===== src/rtl/id_ex_snapshot_tx_if.sv =====
`default_nettype none
// id_ex_snapshot_tx_if: valid/ready byte stream from the ID/EX snapshot reader to the debug UART path.
interface id_ex_snapshot_tx_if;
  logic [7:0] o_data;
  logic       o_valid;
  logic       i_ready;

  modport master (output o_data, output o_valid, input i_ready);
  modport slave  (input o_data, input o_valid, output i_ready);
endinterface
`default_nettype wire


===== src/rtl/id_ex_snapshot_tx.sv =====
`default_nettype none
// id_ex_snapshot_tx: atomically captures the ID/EX latch outputs on request and streams them as a byte frame.
// Optional feature: define ID_EX_SNAPSHOT_CSUM_EN to append an XOR checksum byte after the frame.
module id_ex_snapshot_tx #(
  parameter int DATA_WIDTH = 32,
  parameter int SIZEOP     = 6
) (
  input  wire logic                  i_clock,
  input  wire logic                  i_reset,
  input  wire logic                  i_start,
  input  wire logic [DATA_WIDTH-1:0] i_regA,
  input  wire logic [DATA_WIDTH-1:0] i_regB,
  input  wire logic [DATA_WIDTH-1:0] i_extendido,
  input  wire logic [SIZEOP-1:0]     i_opcode,
  input  wire logic [4:0]            i_rs,
  input  wire logic [4:0]            i_rt,
  input  wire logic [4:0]            i_rd,
  input  wire logic [3:0]            i_ex,
  input  wire logic [2:0]            i_mem,
  input  wire logic [1:0]            i_wb,
  input  wire logic [1:0]            i_sizemem,
  input  wire logic                  i_signedmem,
  id_ex_snapshot_tx_if.master        tx,
  output logic                       o_busy,
  output logic                       o_done
);

  localparam int W       = DATA_WIDTH / 8;
  localparam int N       = 3 * W + 6;
  localparam int FRAME_W = 8 * N;
  localparam int IDX_W   = $clog2(N);
  localparam logic [IDX_W-1:0] LAST_IDX = IDX_W'(N - 1);

`ifdef ID_EX_SNAPSHOT_CSUM_EN
  typedef enum logic [1:0] {IDLE = 2'd0, SEND = 2'd1, CSUM = 2'd2, DONE = 2'd3} state_t;
`else
  typedef enum logic [1:0] {IDLE = 2'd0, SEND = 2'd1, DONE = 2'd3} state_t;
`endif

  state_t               state_q, state_d;
  logic [IDX_W-1:0]     idx_q, idx_d;
  logic [FRAME_W-1:0]   frame_q, frame_d;
  logic [7:0]           opcode_byte;
  logic [FRAME_W-1:0]   capture;
  logic                 xfer;
`ifdef ID_EX_SNAPSHOT_CSUM_EN
  logic [7:0]           csum_q, csum_d;
`endif

  assign opcode_byte = 8'(i_opcode);
  assign capture = {i_regA, i_regB, i_extendido, opcode_byte,
                    3'b000, i_rs, 3'b000, i_rt, 3'b000, i_rd,
                    i_ex, i_mem, i_signedmem,
                    i_wb, i_sizemem, 4'b0000};
  assign xfer = tx.o_valid && tx.i_ready;

  always_ff @(posedge i_clock) begin
    if (!i_reset) begin
      state_q <= IDLE;
      idx_q   <= '0;
      frame_q <= '0;
`ifdef ID_EX_SNAPSHOT_CSUM_EN
      csum_q  <= '0;
`endif
    end else begin
      state_q <= state_d;
      idx_q   <= idx_d;
      frame_q <= frame_d;
`ifdef ID_EX_SNAPSHOT_CSUM_EN
      csum_q  <= csum_d;
`endif
    end
  end

  // The frame is held in a shift register; the current byte is always the top byte.
  always_comb begin
    state_d    = state_q;
    idx_d      = idx_q;
    frame_d    = frame_q;
`ifdef ID_EX_SNAPSHOT_CSUM_EN
    csum_d     = csum_q;
`endif
    tx.o_data  = 8'h00;
    tx.o_valid = 1'b0;
    o_busy     = 1'b1;
    o_done     = 1'b0;
    case (state_q)
      IDLE: begin
        o_busy = 1'b0;
        if (i_start) begin
          frame_d = capture;
          idx_d   = '0;
`ifdef ID_EX_SNAPSHOT_CSUM_EN
          csum_d  = 8'h00;
`endif
          state_d = SEND;
        end
      end
      SEND: begin
        tx.o_data  = frame_q[FRAME_W-1 -: 8];
        tx.o_valid = 1'b1;
        if (xfer) begin
          frame_d = {frame_q[FRAME_W-9:0], 8'h00};
`ifdef ID_EX_SNAPSHOT_CSUM_EN
          csum_d  = csum_q ^ frame_q[FRAME_W-1 -: 8];
`endif
          if (idx_q == LAST_IDX) begin
            idx_d   = '0;
`ifdef ID_EX_SNAPSHOT_CSUM_EN
            state_d = CSUM;
`else
            state_d = DONE;
`endif
          end else begin
            idx_d = idx_q + 1'b1;
          end
        end
      end
`ifdef ID_EX_SNAPSHOT_CSUM_EN
      CSUM: begin
        tx.o_data  = csum_q;
        tx.o_valid = 1'b1;
        if (xfer) state_d = DONE;
      end
`endif
      DONE: begin
        o_done  = 1'b1;
        state_d = IDLE;
      end
      default: state_d = IDLE;
    endcase
  end

endmodule
`default_nettype wire

===== src/flat_wrapper.sv =====
// flat-port wrapper written by rule: the top's interface ports become plain ports
module id_ex_snapshot_tx_flat 
#(
  parameter int DATA_WIDTH = 32,
  parameter int SIZEOP     = 6
)
  (i_clock, i_reset, i_start, i_regA, i_regB, i_extendido, i_opcode, i_rs, i_rt, i_rd, i_ex, i_mem, i_wb, i_sizemem, i_signedmem, o_busy, o_done, tx_o_data, tx_o_valid, tx_i_ready);
  id_ex_snapshot_tx_if tx_i ();
  input  wire logic i_clock;
  input  wire logic i_reset;
  input  wire logic i_start;
  input  wire logic [DATA_WIDTH-1:0] i_regA;
  input  wire logic [DATA_WIDTH-1:0] i_regB;
  input  wire logic [DATA_WIDTH-1:0] i_extendido;
  input  wire logic [SIZEOP-1:0] i_opcode;
  input  wire logic [4:0] i_rs;
  input  wire logic [4:0] i_rt;
  input  wire logic [4:0] i_rd;
  input  wire logic [3:0] i_ex;
  input  wire logic [2:0] i_mem;
  input  wire logic [1:0] i_wb;
  input  wire logic [1:0] i_sizemem;
  input  wire logic i_signedmem;
  output logic o_busy;
  output logic o_done;
  output wire logic [$bits(tx_i.o_data)-1:0] tx_o_data;
  output wire logic [$bits(tx_i.o_valid)-1:0] tx_o_valid;
  input wire logic [$bits(tx_i.i_ready)-1:0] tx_i_ready;
  assign tx_o_data = tx_i.o_data;
  assign tx_o_valid = tx_i.o_valid;
  assign tx_i.i_ready = tx_i_ready;
  id_ex_snapshot_tx #(.DATA_WIDTH(DATA_WIDTH), .SIZEOP(SIZEOP)) u_core (.i_clock(i_clock), .i_reset(i_reset), .i_start(i_start), .i_regA(i_regA), .i_regB(i_regB), .i_extendido(i_extendido), .i_opcode(i_opcode), .i_rs(i_rs), .i_rt(i_rt), .i_rd(i_rd), .i_ex(i_ex), .i_mem(i_mem), .i_wb(i_wb), .i_sizemem(i_sizemem), .i_signedmem(i_signedmem), .tx(tx_i), .o_busy(o_busy), .o_done(o_done));
endmodule

===== config.mk =====
export PLATFORM = sky130hd
export DESIGN_NAME = id_ex_snapshot_tx_flat
export DESIGN_NICKNAME = d
export VERILOG_FILES = /design/src/rtl/id_ex_snapshot_tx_if.sv /design/src/rtl/id_ex_snapshot_tx.sv /design/src/flat_wrapper.sv
export SDC_FILE = /design/constraint.sdc
export NUM_CORES = 1
export LEC_CHECK = 0
export BUFFER_PORTS_ARGS = -buffer_cell sky130_fd_sc_hd__buf_2
export CAP_MARGIN = 15
export CORE_ASPECT_RATIO = 0.75
export CORE_UTILIZATION = 26
export DETAILED_ROUTE_END_ITERATION = 10
export HOLD_SLACK_MARGIN = 0.12
export PLACE_DENSITY = 0.43
export SYNTH_ARGS = -nofsm -noshare
export SYNTH_HDL_FRONTEND = slang
export SYNTH_SLANG_ARGS = --single-unit

===== constraint.sdc =====
create_clock -name i_clock -period 2.45 [get_ports i_clock]
set_input_delay 0.3675 -clock i_clock [delete_from_list [all_inputs] [get_ports i_clock]]
set_output_delay 0.3675 -clock i_clock [all_outputs]
set_load 0.01 [all_outputs]

==> results.py, run 1 <==
metrics = {
    "synth": {
        "synth_fp_nets": 839,
        "synth_area_sq_um": 7740,
        "ys_ff_latch": 147,
        "ys_warn_count": 0,
        "yosysSeqAreaShare_pct": 38.0,
        "synthCells": 704,
        "syn_area_per_cell_sq_um": 11.0,
        "synth.distinct_cells": 32,
    },
    "placed_design": {
        "routabilityCongestion": 0.716,
        "dpl.hpwl_microns": 12400,
        "port_buffers": 143,
    },
    "grt": {
        "antenna_found_initial": 6,
        "grt_pass1_wl_microns": 32500,
        "grt_pass1_vias": 5832,
        "grt_overflow": 0,
        "grtUsageTotal_pct": 13.6,
        "grt_max_degree": 177,
    },
    "detailed_routing": {
        "drt_wl_total_microns": 20400,
        "post_drt_wl_per_cell_microns": 17.1,
        "drc": 0,
        "final_antenna_net_count": 0,
        "drt_pass1_iterations": 6,
        "drt_iter0_drc": 362,
        "via_per_inst": 4.90,
        "vias": 5866,
    },
    "sta": {
        "rsz0062_at_grt": "false",
        "tns_ns": 0,
        "finalSetupViolations": 0,
        "fmax_mhz": 473,
        "drv_slew": 0,
        "slew-limit-headroom_pct": 44.5,
        "tightest_slew_ns": 0.832,
        "post-route-period-util_pct": 86.2,
        "finalHoldViolCount": 0,
        "clock_skew_ns": 0.0109,
        "period_needed_ns": 2.11,
    },
    "clock_network": {
        "cts.sinks": 147,
        "cts_tree": "yes",
        "cts_buffers": 17,
        "htreeDepth": 4,
        "cts_hold_buffers": 0,
        "cts_max_path_buffers": 2,
        "clk_pin_slew_worst_paths_ns": 0.07,
        "cts_root_buf": "clkbuf_16",
        "clk_latency_ns": 0.43,
    },
    "cells_and_area": {
        "drive_above_1_share_pct": 39.7,
        "mostFrequentLayoutCell": "dfxtp_1",
        "mostFrequentLayoutCells": "146 x dfxtp_1, 142 x buf_2, 121 x o21bai_1, 121 x o311a_1, 79 x mux2_4",
        "nNetsFinal": 925,
        "num-fill-cells": 3080,
        "area_growth_pct": 20.3,
    },
    "floorplanning": {
        "coreArea_sq_um": 29200,
        "rows": 54,
        "initial_core_util_pct": 26.5,
        "pin_count": 144,
        "die-area_sq_um": 30500,
        "die_w_microns": 201,
        "dieHeight_microns": 151,
    },
    "power": {
        "ir_worst_vdd_mv": 0.440,
        "seqPwrFrac_pct": 41.2,
        "power.density_nw_per_um2": 710,
        "power_frac_clock_pct": 40.0,
        "p_sw_uw": 1740,
        "leakage_uw": 0.00414,
        "swShare_pct": 26.4,
        "power_frac_comb_pct": 18.8,
        "power_uw": 6610,
        "p_int_uw": 4860,
    },
    "flow_run": {
        "maxCapViolCount": 0,
    },
    "worst_hold_path": {
        "hold_path_class": "in2reg",
        "hold_path_startpoint": "i_wb[1]",
    },
    "worst_setup_path": {
        "startpoint_type": "flip-flop",
        "cp_num_buf_inv": 2,
        "worstSetupPathType": "reg2reg",
        "crit_start": "u_core.state_q[1]",
        "critPathTopFamily": "buffers and inverters",
        "required_ns": 2.76,
        "crit_chain": "buf_12 > buf_4 > o21bai_1 > o311a_1",
        "slowest_delay_ns": 0.62,
        "r2r_start": "u_core.state_q[1]",
        "crit_path_end_kind": "flip-flop",
        "cp_max_fo": 176,
        "cp_slowest_cell": "buf_4",
        "worst_ep_arrival_time_ns": 2.42,
    },
    "outcome": {
        "status": "complete, no violations",
    },
}
[stage by stage]
stage | worst slack (ns) | hold slack [ns] | util, % | instances | area, sq um
final | 0.337 | 0.179 | 31.9 | 1196 | 9310
after global routing | 0.250 | 0.174 | 31.9 | 1194 | 9310
after CTS | 0.308 | 0.155 | 31.9 | 1194 | 9310
after detailed placement | 0.404 | 0.441 | 29.8 | 1161 | 8700
after global placement | 0.430 | 0.446 | 29.8 | 1161 | 8700
after floorplan | 0.598 | 0.433 | - | 704 | 7740
[power groups by stage]
stage / registers [uW] / clock network, uW / logic (uW)
floorplan: 2730 / 0 / 985
global placement: 2780 / 0 / 1250
detailed placement: 2780 / 0 / 1260
CTS: 2720 / 2770 / 1270
global route: 2750 / 2840 / 1370
finish: 2720 / 2640 / 1250
[routing by layer]
| metal | GRT usage, % | share of wire, % | vias to the layer above | wire length (microns) |
|---|---|---|---|---|
| met5 | 0 | 0.33 | - | 68 |
| met4 | 3.75 | 0.77 | 10 | 158 |
| met3 | 4.02 | 4.9 | 21 | 1000 |
| met2 | 19.3 | 41 | 112 | 8420 |
| met1 | 19.7 | 53 | 2813 | 10800 |
| li1 | - | - | 2910 | - |
[flip-flops by register name (all words and copies together) (netlist names)]
signal          count
u_core.frame_q    140
u_core.state_q      2
u_core.idx_q        5
[tightest hold or removal path, delay by kind of cell]
family | cells | cell delay [ns]
buffers and inverters | 1 | 0.10
and+or+nand+nor | 1 | 0.05
AOI/OAI and AO/OA | 1 | 0.05
[synthesized netlist by cell type]
cell type  number  area share (%)
dfxtp_1       147              38
o21bai_1      121              12
o311a_1       121              16
mux2_4         79              15
clkbuf_1       57             2.8
mux2_2         42             6.1
buf_2          24             1.6
nand2_1        24             1.2
a21oi_1        20             1.3
o21ai_0        19             1.2
buf_6          11             1.6
and2_1          9            0.73
inv_1           4            0.19
nand3_1         3            0.19
a311oi_1        2            0.23
a41oi_1         2            0.23
ha_1            2            0.32
nor2_1          2           0.097
o22ai_1         2            0.16
a211oi_1        1           0.097
and3b_1         1            0.11
buf_1           1           0.048
mux2i_1         1            0.13
nand2b_1        1           0.081
nand2b_4        1            0.18
nand4b_1        1            0.11
nor3_1          1           0.065
nor3b_2         1            0.16
o32ai_1         1            0.11
or2_2           1           0.081
or3_1           1           0.081
or4bb_1         1            0.15
[cell type report]
| cell class | count | area [sq um] | area share, % |
|---|---|---|---|
| antenna | 2 | 5.00 | 0.0537 |
| clock buffer | 19 | 453 | 4.86 |
| clock inverter | 12 | 133 | 1.42 |
| inverter | 4 | 18.8 | 0.202 |
| multi-input combinational | 460 | 4330 | 46.5 |
| sequential | 147 | 2950 | 31.6 |
| tap | 392 | 490 | 5.27 |
| timing repair buffer | 160 | 933 | 10.0 |
[cell families (layout without fill, tap and decap cells)]
family                     after synthesis  after routing  synth area share [%]
muxes                                  122            122                  21.6
other                                    0              2                     0
buffers and inverters                   97            195                  6.16
AOI/OAI and AO/OA                      289            289                  30.7
adders and majority gates                2              2                 0.323
and+or+nand+nor                         47             47                  3.20
DFF                                    147            147                  38.0
[final timing paths]
| kind | to | slack [ns] | cells past startpoint |
|---|---|---|---|
| worst min-delay path | u_core.frame_q[7] | 0.18 | 3 |
| worst min register to register | u_core.frame_q[31] | 0.46 | 2 |
| worst max-delay path | u_core.frame_q[81] | 0.34 | 4 |
| worst max register to register | u_core.frame_q[81] | 0.34 | 4 |
[timing repair]
action / 4_1_cts / 5_1_grt
resized for setup: 1 / 0
setup buffers: 2 / 0
endpoints found under the setup margin: 8 / 0
(Power assumes the default switching activity.)
==> run 2, diff against run 1 <==
--- a/config.mk
+++ b/config.mk
@@ -11,7 +11,7 @@
 export CORE_UTILIZATION = 26
 export DETAILED_ROUTE_END_ITERATION = 10
 export HOLD_SLACK_MARGIN = 0.12
-export PLACE_DENSITY = 0.43
+export PLACE_DENSITY = 0.45
 export SYNTH_ARGS = -nofsm -noshare
 export SYNTH_HDL_FRONTEND = slang
 export SYNTH_SLANG_ARGS = --single-unit
==> constraint.sdc (replaced) <==
create_clock -name i_clock -period 1.9 [get_ports i_clock]
set_input_delay 0.285 -clock i_clock [delete_from_list [all_inputs] [get_ports i_clock]]
set_output_delay 0.285 -clock i_clock [all_outputs]
set_load 0.01 [all_outputs]
==> run 2 against run 1 <==
Net effect: clock power up 38%; first-iteration DRC count is 5.2% lower; count of clock-buffer cells in the layout shrank 1; combinational power increased by 34%; via count up 1.4%; setup slack lost 0.23 ns; maximum frequency is 18% higher; sequential share of layout area decreased by 0.79 points; clock skew barely moved; total power increased by 33%; critical path type unchanged; highest routed layer unchanged.
==> results.py, run 2 (same netlist as run 1, synthesis figures left out) <==
metrics = {
    "sta": {
        "post-route-period-util_pct": 94.6,
        "clock_skew_ns": 0.0106,
        "rsz0062_at_grt": "false",
        "period_needed_ns": 1.80,
        "tns_ns": 0,
        "finalHoldViolCount": 0,
        "finalSetupViolations": 0,
        "tightest_slew_ns": 0.575,
        "drv_slew": 0,
        "fmax_mhz": 556,
        "slew-limit-headroom_pct": 61.6,
    },
    "cells_and_area": {
        "largest_reg_flops": 140,
        "mostFrequentLayoutCell": "dfxtp_1",
        "nNetsFinal": 941,
        "mostFrequentLayoutCells": "145 x dfxtp_1, 142 x buf_2, 121 x o21bai_1, 121 x o311a_1, 79 x mux2_4",
        "top_regs": "u_core.frame_q: 140 flops, u_core.idx_q: 5 flops, u_core.state_q: 2 flops",
        "drive_above_1_share_pct": 40.0,
        "area_growth_pct": 23.4,
        "num-fill-cells": 3076,
        "largest-register": "u_core.frame_q",
    },
    "detailed_routing": {
        "drt_iter0_drc": 343,
        "vias": 5951,
        "final_antenna_net_count": 0,
        "post_drt_wl_per_cell_microns": 17.0,
        "drt_pass1_iterations": 4,
        "via_per_inst": 4.91,
        "drt_wl_total_microns": 20600,
        "drc": 0,
    },
    "worst_setup_path": {
        "timing.reg2reg.setup_slack_ns": 0.10,
        "cp_slowest_cell": "dfxtp_4",
        "r2r_start": "u_core.state_q[1]",
        "cp_max_fo": 48,
        "reg2reg_to": "u_core.frame_q[102]",
        "cp_num_buf_inv": 2,
        "worst_ep_arrival_time_ns": 2.10,
        "slowest_delay_ns": 0.36,
        "worstSetupPathType": "reg2reg",
        "crit_chain": "nand2b_4 > buf_4 > buf_12 > mux2_4 > o311a_1",
        "startpoint_type": "flip-flop",
        "critPathTopFamily": "buffers and inverters",
        "crit_path_end_kind": "flip-flop",
        "reg2reg_depth": 5,
        "required_ns": 2.21,
    },
    "clock_network": {
        "cts_tree": "yes",
        "clk_pin_slew_worst_paths_ns": 0.07,
        "cts_max_path_buffers": 2,
        "cts_buffers": 17,
        "htreeDepth": 4,
        "clk_latency_ns": 0.43,
        "cts_root_buf": "clkbuf_16",
        "cts.sinks": 147,
    },
    "floorplanning": {
        "die_w_microns": 201,
        "initial_core_util_pct": 26.5,
        "dieHeight_microns": 151,
        "pin_count": 144,
        "coreArea_sq_um": 29200,
        "rows": 54,
        "die-area_sq_um": 30500,
    },
    "power": {
        "power_uw": 8810,
        "ir_worst_vdd_mv": 0.702,
        "power.density_nw_per_um2": 922,
        "leakage_uw": 0.00426,
    },
    "worst_hold_path": {
        "hold_path_startpoint": "i_start",
        "hold_path_end": "u_core.state_q[0]",
        "hold_path_class": "in2reg",
        "worstHoldPathCells": 3,
    },
    "placed_design": {
        "port_buffers": 143,
        "routabilityCongestion": 0.714,
        "dpl.hpwl_microns": 12700,
    },
    "grt": {
        "grt_overflow": 0,
        "grt_max_degree": 121,
        "antenna_found_initial": 4,
        "grt_pass1_wl_microns": 32600,
        "grt_pass1_vias": 5928,
        "grtUsageTotal_pct": 13.7,
    },
    "flow_run": {
        "maxCapViolCount": 0,
    },
    "outcome": {
        "status": "complete, no violations",
    },
}
==> run 2: layer usage <==
metal	part of all wire, %	track usage (%)	vias up
li1	-	-	2949
met2	40	19.2	122
met1	54	20.0	2857
met3	4.9	3.83	17
met4	0.88	3.83	6
met5	0.22	0	-
==> run 2: worst min-delay path, stage by stage <==
cell,delay (ns)
buf_2,0.13
nor2_1,0.10
nor3_1,0.05
==> run 2: final cells by class <==
| type | instances | area (sq um) | share of cell area, % |
|---|---|---|---|
| inverter | 4 | 18.8 | 0.196 |
| clock inverter | 14 | 186 | 1.95 |
| multi-input combinational | 460 | 4330 | 45.4 |
| timing repair inverter | 1 | 7.51 | 0.0786 |
| tap | 392 | 490 | 5.13 |
| sequential | 147 | 2950 | 30.9 |
| clock buffer | 18 | 439 | 4.60 |
| timing repair buffer | 175 | 1130 | 11.8 |
| antenna | 1 | 2.50 | 0.0262 |
==> run 2: how the worst max path moves through the flow <==
stage                            startpoint                  end  slack [ns]  cells after the start
after CTS                 u_core.state_q[1]         tx_o_data[2]       0.003                      4
final                     u_core.state_q[1]  u_core.frame_q[102]        0.10                      5
after floorplan           u_core.state_q[1]         tx_o_data[0]        0.13                      8
after global placement    u_core.state_q[0]   u_core.frame_q[82]        0.21                      5
after detailed placement  u_core.state_q[0]   u_core.frame_q[65]        0.19                      5
after global routing      u_core.state_q[1]         tx_o_data[2]        0.02                      4
==> run 2: where the power goes <==
part / internal (uW) / total [uW] / switching [uW]
registers: 3370 / 3510 / 145
clock network: 2230 / 3630 / 1400
logic: 953 / 1670 / 713
total: 6550 / 8810 / 2260
==> run 2: per-stage QoR <==
stage / utilization, % / setup slack, ns / std cells / hold WS (ns) / cell area, sq um
floorplan: - / 0.130 / 704 / 0.425 / 7740
global placement: 30.2 / 0.215 / 1167 / 0.444 / 8810
detailed placement: 30.2 / 0.193 / 1167 / 0.448 / 8810
CTS: 32.7 / 0.00263 / 1209 / 0.134 / 9540
global route: 32.7 / 0.0221 / 1211 / 0.145 / 9550
finish: 32.7 / 0.103 / 1212 / 0.168 / 9550
==> run 2: what timing repair did <==
action | CTS | global route
gates resized for setup | 3 | 0
setup buffers | 1 | 2
hold endpoints to repair | 8 | 0
endpoints found under the setup margin | 9 | 7
pin swaps | 0 | 0
cloned | 1 | 0
hold buffers | 8 | 0
==> run 3, diff against run 2 <==
--- a/config.mk
+++ b/config.mk
@@ -6,12 +6,14 @@
 export NUM_CORES = 1
 export LEC_CHECK = 0
 export BUFFER_PORTS_ARGS = -buffer_cell sky130_fd_sc_hd__buf_2
-export CAP_MARGIN = 15
+export CAP_MARGIN = 10
 export CORE_ASPECT_RATIO = 0.75
 export CORE_UTILIZATION = 26
+export CTS_BUF_LIST = sky130_fd_sc_hd__clkbuf_4 sky130_fd_sc_hd__clkbuf_8
 export DETAILED_ROUTE_END_ITERATION = 10
 export HOLD_SLACK_MARGIN = 0.12
 export PLACE_DENSITY = 0.45
+export RECOVER_POWER = 50
 export SYNTH_ARGS = -nofsm -noshare
 export SYNTH_HDL_FRONTEND = slang
 export SYNTH_SLANG_ARGS = --single-unit
==> run 3 against run 2 <==
Net effect: clock power fell by 24%; sequential cell count did not move; die area did not move; design area fell by 3.2%; sequential share of layout area rose by 1.0 points; setup slack got worse by 0.024 ns; first-iteration DRC count rose by 6.4%; via count fell by 0.44%.
==> results.py, run 3 (same netlist as run 1, synthesis figures left out) <==
metrics = {
    "sta": {
        "tightest_slew_ns": 0.713,
        "tns_ns": 0,
        "finalHoldViolCount": 0,
        "clock_skew_ns": 0.0184,
        "post-route-period-util_pct": 95.8,
        "finalSetupViolations": 0,
        "slew-limit-headroom_pct": 52.5,
        "fmax_mhz": 549,
        "drv_slew": 0,
        "period_needed_ns": 1.82,
        "rsz0062_at_grt": "false",
    },
    "floorplanning": {
        "dieHeight_microns": 151,
        "die_w_microns": 201,
        "rows": 54,
        "coreArea_sq_um": 29200,
        "die-area_sq_um": 30500,
        "pin_count": 144,
        "initial_core_util_pct": 26.5,
    },
    "power": {
        "power_frac_comb_pct": 20.3,
        "leakage_uw": 0.00405,
        "ir_worst_vdd_mv": 0.483,
        "power_uw": 7870,
        "seqPwrFrac_pct": 44.6,
        "swShare_pct": 27.4,
        "power_frac_clock_pct": 35.1,
        "power.density_nw_per_um2": 850,
        "p_int_uw": 5710,
        "p_sw_uw": 2150,
    },
    "worst_setup_path": {
        "worst_ep_arrival_time_ns": 2.16,
        "startpoint_type": "flip-flop",
        "worstSetupPathType": "reg2reg",
        "required_ns": 2.24,
        "cp_max_fo": 48,
        "crit_path_end_kind": "flip-flop",
    },
    "grt": {
        "grt_max_degree": 121,
        "grtUsageTotal_pct": 13.7,
        "grt_pass1_vias": 5901,
        "grt_overflow": 0,
        "grt_pass1_wl_microns": 32600,
        "antenna_found_initial": 4,
    },
    "detailed_routing": {
        "drt_pass1_iterations": 4,
        "vias": 5925,
        "post_drt_wl_per_cell_microns": 17.0,
        "drt_iter0_drc": 365,
        "drc": 0,
        "via_per_inst": 4.89,
        "drt_wl_total_microns": 20600,
        "final_antenna_net_count": 0,
    },
    "clock_network": {
        "clk_latency_ns": 0.46,
        "cts_root_buf": "clkbuf_8",
        "cts_tree": "yes",
        "htreeDepth": 4,
        "clk_pin_slew_worst_paths_ns": 0.09,
        "cts.sinks": 147,
        "cts_max_path_buffers": 2,
        "cts_buffers": 17,
    },
    "cells_and_area": {
        "nNetsFinal": 941,
        "final_area_sq_um": 9250,
        "mostFrequentLayoutCell": "dfxtp_1",
        "drive_above_1_share_pct": 36.3,
        "mostFrequentLayoutCells": "145 x dfxtp_1, 142 x buf_2, 121 x o21bai_1, 121 x o311a_1, 48 x mux2_4",
        "top_regs": "u_core.frame_q: 140 flops, u_core.idx_q: 5 flops, u_core.state_q: 2 flops",
        "largest-register": "u_core.frame_q",
        "largest_reg_flops": 140,
        "area_growth_pct": 19.5,
    },
    "placed_design": {
        "dpl.hpwl_microns": 12700,
        "routabilityCongestion": 0.714,
        "post_dp_cell_area_sq_um": 8810,
        "port_buffers": 143,
    },
    "flow_run": {
        "maxCapViolCount": 0,
    },
    "worst_hold_path": {
        "hold_path_class": "in2reg",
    },
    "outcome": {
        "status": "complete, no violations",
    },
}
-- run 3: final timing paths --
kind	from	endpoint	slack (ns)	cells after the start
setup reg to reg	u_core.state_q[1]	u_core.frame_q[102]	0.08	5
hold reg to reg	u_core.frame_q[14]	u_core.frame_q[22]	0.46	2
hold / removal	i_regB[13]	u_core.frame_q[93]	0.18	3
setup / recovery	u_core.state_q[1]	u_core.frame_q[102]	0.08	5
-- run 3: critical path: stages, from the launching register on --
cell and delay, ns:
dfxtp_4 0.37, nand2b_4 0.17, buf_4 0.17, buf_12 0.29
mux2_4 0.35, o311a_1 0.29
-- run 3: cell type report --
type                       instances  area [sq um]
inverter                           4          18.8
timing repair buffer             175          1120
clock inverter                    14           186
tap                              392           490
multi-input combinational        460          4230
timing repair inverter             1          7.51
antenna                            1          2.50
sequential                       147          2950
clock buffer                      18           248
fill                            3113         19900
-- run 3: stage by stage --
step	std cells	hold WS (ns)	utilization [%]	worst slack, ns
after floorplan	704	0.425	-	0.130
after global placement	1167	0.444	30.2	0.215
after detailed placement	1167	0.448	30.2	0.193
after CTS	1211	0.132	32.1	0.0307
after global routing	1211	0.139	31.7	0.00193
final	1212	0.179	31.7	0.0794
-- run 3: repair_timing --
item                                    in CTS  in global routing
hold buffers                                 9                  0
resized for setup                            3                  6
hold endpoints to repair                     9                  0
endpoints found under the setup margin       9                  6
pin swaps                                    0                  6
setup buffers                                2                  0
cloned                                       1                  0
-- run 3: power groups by stage --
stage / registers, uW / logic, uW / clock network [uW]
2_1_floorplan: 3520 / 1270 / 0
3_3_place_gp: 3580 / 1650 / 0
3_5_place_dp: 3580 / 1660 / 0
4_1_cts: 3510 / 1690 / 2900
5_1_grt: 3540 / 1760 / 3030
6_report: 3510 / 1590 / 2760
-- run 3: per-layer routing --
layer | vias to the layer above | wire (microns) | share of wire [%] | track usage, %
met2 | 134 | 8170 | 40 | 19.1
li1 | 2947 | - | - | -
met1 | 2824 | 11100 | 54 | 20.1
met5 | - | 43 | 0.21 | 0
met4 | 6 | 168 | 0.82 | 3.60
met3 | 14 | 1100 | 5.3 | 3.83
